File: src/rtl/sram_port_arbiter_pkg.sv
// Shared types and constants for the IF/MEM SRAM port arbiter.
// FSM encoding and counter width are fixed so the arbiter and its users agree.
package sram_port_arbiter_pkg;

  localparam int ARB_CNT_WD = 4;

  typedef enum logic [1:0] {
    ARB_IDLE   = 2'd0,
    ARB_WAIT_I = 2'd1,
    ARB_WAIT_D = 2'd2
  } arb_state_e;

endpackage

File: src/rtl/sram_port_arbiter.sv
// Shares one single-port SRAM bus between the IF and MEM requesters, one access in flight,
// with data priority bounded by a starvation counter that eventually forces an inst grant.
module sram_port_arbiter
  import sram_port_arbiter_pkg::*;
#(
  parameter int LATENCY    = 2,
  parameter int STARVE_MAX = 4
) (
  input  logic        clk,
  input  logic        rst,
  input  logic        inst_req,
  input  logic [3:0]  inst_wen,
  input  logic [31:0] inst_addr,
  input  logic [31:0] inst_wdata,
  output logic        inst_gnt,
  output logic        inst_rvalid,
  output logic [31:0] inst_rdata,
  input  logic        data_req,
  input  logic [3:0]  data_wen,
  input  logic [31:0] data_addr,
  input  logic [31:0] data_wdata,
  output logic        data_gnt,
  output logic        data_rvalid,
  output logic [31:0] data_rdata,
  output logic        mem_en,
  output logic [3:0]  mem_wen,
  output logic [31:0] mem_addr,
  output logic [31:0] mem_wdata,
  input  logic [31:0] mem_rdata,
  output logic        stallreq_if,
  output logic        stallreq_mem
);

  localparam logic [ARB_CNT_WD-1:0] LAT_INIT   = ARB_CNT_WD'(LATENCY - 1);
  localparam logic [ARB_CNT_WD-1:0] STARVE_LIM = ARB_CNT_WD'(STARVE_MAX);
  localparam logic [ARB_CNT_WD-1:0] CNT_ONE    = ARB_CNT_WD'(1);

  arb_state_e            state_q, state_d;
  logic [ARB_CNT_WD-1:0] lat_cnt_q, lat_cnt_d;
  logic [ARB_CNT_WD-1:0] starve_cnt_q, starve_cnt_d;
  logic                  wr_q, wr_d;
  logic                  data_win, inst_win;

  always_ff @(posedge clk or negedge rst) begin
    if (!rst) begin
      state_q      <= ARB_IDLE;
      lat_cnt_q    <= '0;
      starve_cnt_q <= '0;
      wr_q         <= 1'b0;
    end else begin
      state_q      <= state_d;
      lat_cnt_q    <= lat_cnt_d;
      starve_cnt_q <= starve_cnt_d;
      wr_q         <= wr_d;
    end
  end

  always_comb begin
    state_d      = state_q;
    lat_cnt_d    = lat_cnt_q;
    starve_cnt_d = starve_cnt_q;
    wr_d         = wr_q;
    data_win     = 1'b0;
    inst_win     = 1'b0;
    inst_gnt     = 1'b0;
    inst_rvalid  = 1'b0;
    inst_rdata   = '0;
    data_gnt     = 1'b0;
    data_rvalid  = 1'b0;
    data_rdata   = '0;
    mem_en       = 1'b0;
    mem_wen      = '0;
    mem_addr     = '0;
    mem_wdata    = '0;

    case (state_q)
      ARB_IDLE: begin
        // Issue is also gated by rst so nothing leaks onto the bus while reset is held.
        data_win = rst && data_req && (!inst_req || (starve_cnt_q < STARVE_LIM));
        inst_win = rst && inst_req && !data_win;
        if (data_win) begin
          data_gnt  = 1'b1;
          mem_en    = 1'b1;
          mem_wen   = data_wen;
          mem_addr  = data_addr;
          mem_wdata = data_wdata;
          wr_d      = |data_wen;
          lat_cnt_d = LAT_INIT;
          state_d   = ARB_WAIT_D;
          if (inst_req) begin
            starve_cnt_d = (starve_cnt_q == STARVE_LIM) ? starve_cnt_q : starve_cnt_q + CNT_ONE;
          end else begin
            starve_cnt_d = '0;
          end
        end else if (inst_win) begin
          inst_gnt     = 1'b1;
          mem_en       = 1'b1;
          mem_wen      = inst_wen;
          mem_addr     = inst_addr;
          mem_wdata    = inst_wdata;
          wr_d         = |inst_wen;
          lat_cnt_d    = LAT_INIT;
          state_d      = ARB_WAIT_I;
          starve_cnt_d = '0;
        end else begin
          starve_cnt_d = '0;
        end
      end
      ARB_WAIT_I, ARB_WAIT_D: begin
        if (lat_cnt_q == '0) begin
          if (state_q == ARB_WAIT_I) begin
            inst_rvalid = 1'b1;
            inst_rdata  = wr_q ? '0 : mem_rdata;
          end else begin
            data_rvalid = 1'b1;
            data_rdata  = wr_q ? '0 : mem_rdata;
          end
          state_d = ARB_IDLE;
        end else begin
          lat_cnt_d = lat_cnt_q - CNT_ONE;
        end
      end
      default: state_d = ARB_IDLE;
    endcase
  end

  assign stallreq_if  = rst && inst_req && !inst_rvalid;
  assign stallreq_mem = rst && data_req && !data_rvalid;

endmodule

File: config.mk
export PLATFORM = sky130hd
export DESIGN_NAME = sram_port_arbiter
export DESIGN_NICKNAME = d
export VERILOG_FILES = /design/src/rtl/sram_port_arbiter_pkg.sv /design/src/rtl/sram_port_arbiter.sv
export SDC_FILE = /design/constraint.sdc
export NUM_CORES = 1
export LEC_CHECK = 0
export CORE_AREA = 2 2 120 122
export DETAILED_ROUTE_END_ITERATION = 8
export DIE_AREA = 0 0 122 124
export GPL_TIMING_DRIVEN = 1
export SYNTH_ARGS = -nofsm -noshare
export SYNTH_HDL_FRONTEND = slang
export SYNTH_SLANG_ARGS = --single-unit
File: constraint.sdc
create_clock -name clk -period 2.3 [get_ports clk]
set_input_delay 0.69 -clock clk [delete_from_list [all_inputs] [get_ports clk]]
set_output_delay 0.69 -clock clk [all_outputs]
set_load 0.02 [all_outputs]
==> out/summary.txt <==
Hold Vio Cnt, Final -> 0
Worst-margin pin slew -> 0.4244 ns
Gr usage total -> 20.20%
Cell taking the most area after synthesis -> a22o_1
Total Wirelength -> 17.28 mm
Final Skew -> 0.002455 ns
Initial DRC Count -> 93
Clk_lat worst skew -> 0.24 ns
Seq/Total Area, Yosys -> 13.80%
Final worst slack -> -0.4915 ns
Pre-CTS WS -> -1.116 ns
Async SR Flop Fraction -> 100.0%
Number of diodes -> 0
Number of remaining DRC errors -> 0
Top cells by count, synth -> a22o_1, nor2_1, nand2b_1, nor2_2, clkbuf_1
FF+latch count, synth -> 11
Die footprint -> 0.01513 sq mm
Pre-antenna DRT Iters -> 4
DIE WIDTH -> 122 um
Largest cells by area after synthesis -> a22o_1, dfrtp_1, nand2b_1
Crit path arrival time -> 2.10 ns
Max Cap Violations -> 0
GPL Wtd Cong -> 0.8293
Rel. slew slack -> 71.41%
Clock Tree Buf Depth -> 2
Via Count -> 3847
Hold slack -> 0.4323 ns
GRT overflow -> 0
Crit path max fanout -> 7
Failing checks -> setup timing
Initial antenna violation count -> 0
Syn Nets -> 451
Clock root cell -> clkbuf_16
PwrDens -> 679.8 mW/mm^2
Tcrit/Tclk final -> 121.4%
YS warnings -> 0
Layout cell share with drive strength beyond 1 -> 51.74%
Via count of the first global-routing pass -> 4044
Synth-to-Final Area Change -> 271.5%
Synth cell types -> 42
CTS buffer count -> 3
Max Clk Rate -> 358.2 MHz
Layout filler cell count -> 1202
R2r worst-path depth -> 11
Worst Hold Class -> in -> async
Outcome -> finished, violations left
Post-synth EDFFs -> 0
Post-DP HPWL -> 11.92 mm
CP Launch Type -> flip-flop
CORE AREA -> 0.01372 sq mm
Synthesized cell area -> 0.001994 sq mm
Dpl cells -> 772
Worst endpoint required time -> 1.61 ns
First-pass GRT wire length -> 23.03 mm
Synth Flop Type -> dfrtp_1
Largest net degree at the start of global routing -> 21
CTS tree -> done
Cell leakage power -> 3.073 nW
Initial core utilization -> 14.54%
Fin. max-slew vios -> 0
Crit path capture type -> primary output
Unrepaired setup endpoints after global routing -> yes
Clock sink count -> 11
Most common cell in the netlist -> a22o_1
Via/cell ratio -> 4.574
Final net count -> 840
H-tree Lvls -> 1
Port Buffer Count -> 310
Final setup violation count -> 138
Avg WL per Cell -> 20.55 um
Routed Antenna Nets -> 0
Num rows -> 43
IO Pins -> 311
Worst Setup Path Type -> reg -> out
Post-layout min period -> 2.791 ns
Yosys top cell area share -> 30.74%
Syn avg cell area -> 7.306 sq um
Post-Syn Instances -> 273
Die height -> 124 um
Worst VDD drop -> 0.3897 mV
Cell Count, Final, Fillers Out -> 841
Clock-pin transition on the worst setup and hold timing paths -> 0.04 ns
Reg2Reg Setup Slack -> 0.39 ns
[layout by cell type, fill, tap and decap left out, drive strengths merged, types with 3 or more instances in the layout]
| cell | n |
|---|---|
| nor2 | 69 |
| nand2 | 7 |
| clkdlybuf4s50 | 168 |
| and3 | 3 |
| clkbuf | 8 |
| ha | 6 |
| inv | 11 |
| a22o | 70 |
| nand3 | 3 |
| buf | 239 |
| dfrtp | 11 |
| nand2b | 32 |
[repair_timing]
item	in CTS	in global routing
hold buffers	0	0
endpoints found under the setup margin	139	139
gates cloned	18	5
hold endpoints to repair	0	0
gates resized for setup	894	108
setup buffers	38	20
pin swaps	59	54
[worst max-delay path: stages (launching register included)]
cell and delay [ns]:
dfrtp_1 0.38, inv_2 0.08, ha_4 0.13, or3b_4 0.38
or3_4 0.47, buf_12 0.21, nor2_4 0.09, buf_6 0.13
[state kept, by name, summed over array words and instances, names as in the netlist]
register,count
lat_cnt_q,4
state_q,2
starve_cnt_q,4
wr_q,1
[report_power, final]
| group | switching (mW) | internal (mW) |
|---|---|---|
| combinational | 2.06 | 2.35 |
| sequential | 0.0451 | 0.254 |
| clock | 0.0882 | 0.233 |
[path summary, 6_finish.rpt]
| check | start | end |
|---|---|---|
| worst max-delay path | lat_cnt_q[1] | data_rdata[2] |
| worst min-delay path | rst | starve_cnt_q[3] |
| worst max register to register | lat_cnt_q[0] | lat_cnt_q[1] |
| worst min register to register | state_q[1] | state_q[1] |
| max in group asynchronous | rst | starve_cnt_q[1] |
| min in group clk | state_q[1] | state_q[1] |
[per-layer routing]
layer / share of wire [%] / wire (um) / global-route usage [%] / up-vias
met5: 0 / 0 / 0 / -
met4: 3.9 / 669 / 7.184 / 0
met3: 8.4 / 1457 / 4.853 / 37
met2: 55 / 9556 / 41.93 / 241
met1: 32 / 5601 / 18.88 / 1795
li1: - / - / - / 1774
[metrics by stage]
stage | utilization (%) | setup TNS, ns | power (mW) | instance area, sq um
after CTS | 51.47 | -46.51 | 4.857 | 7062
after detailed placement | 41.64 | -113.85 | 3.472 | 5713
final | 54.00 | -41.06 | 5.036 | 7408
after global placement | 41.64 | -114.43 | 3.440 | 5713
after floorplan | - | -5.584 | 1.980 | 2191
after global routing | 54.00 | -50.18 | 5.304 | 7408
[area by class of cell]
type	instances	area [sq um]	area share [%]
Tap cell	180	225.2	3.040
Inverter	11	46.29	0.6249
Sequential cell	11	275.3	3.716
Multi-Input combinational cell	224	2100	28.34
Timing Repair Buffer	411	4683	63.22
Clock buffer	4	78.83	1.064
[logic make-up (layout without fill, tap and decap cells)]
group                      after synthesis  after routing  share of synthesized area (%)
muxes                                    2              2                          1.129
adders and majority gates                6              6                          3.764
buffers and inverters                   38            426                          9.410
and+or+nand+nor                        128            128                          34.13
DFF                                     11             11                          13.80
AOI/OAI and AO/OA                       88             88                          37.77
No activity file was read; power rests on OpenSTA's default activity.
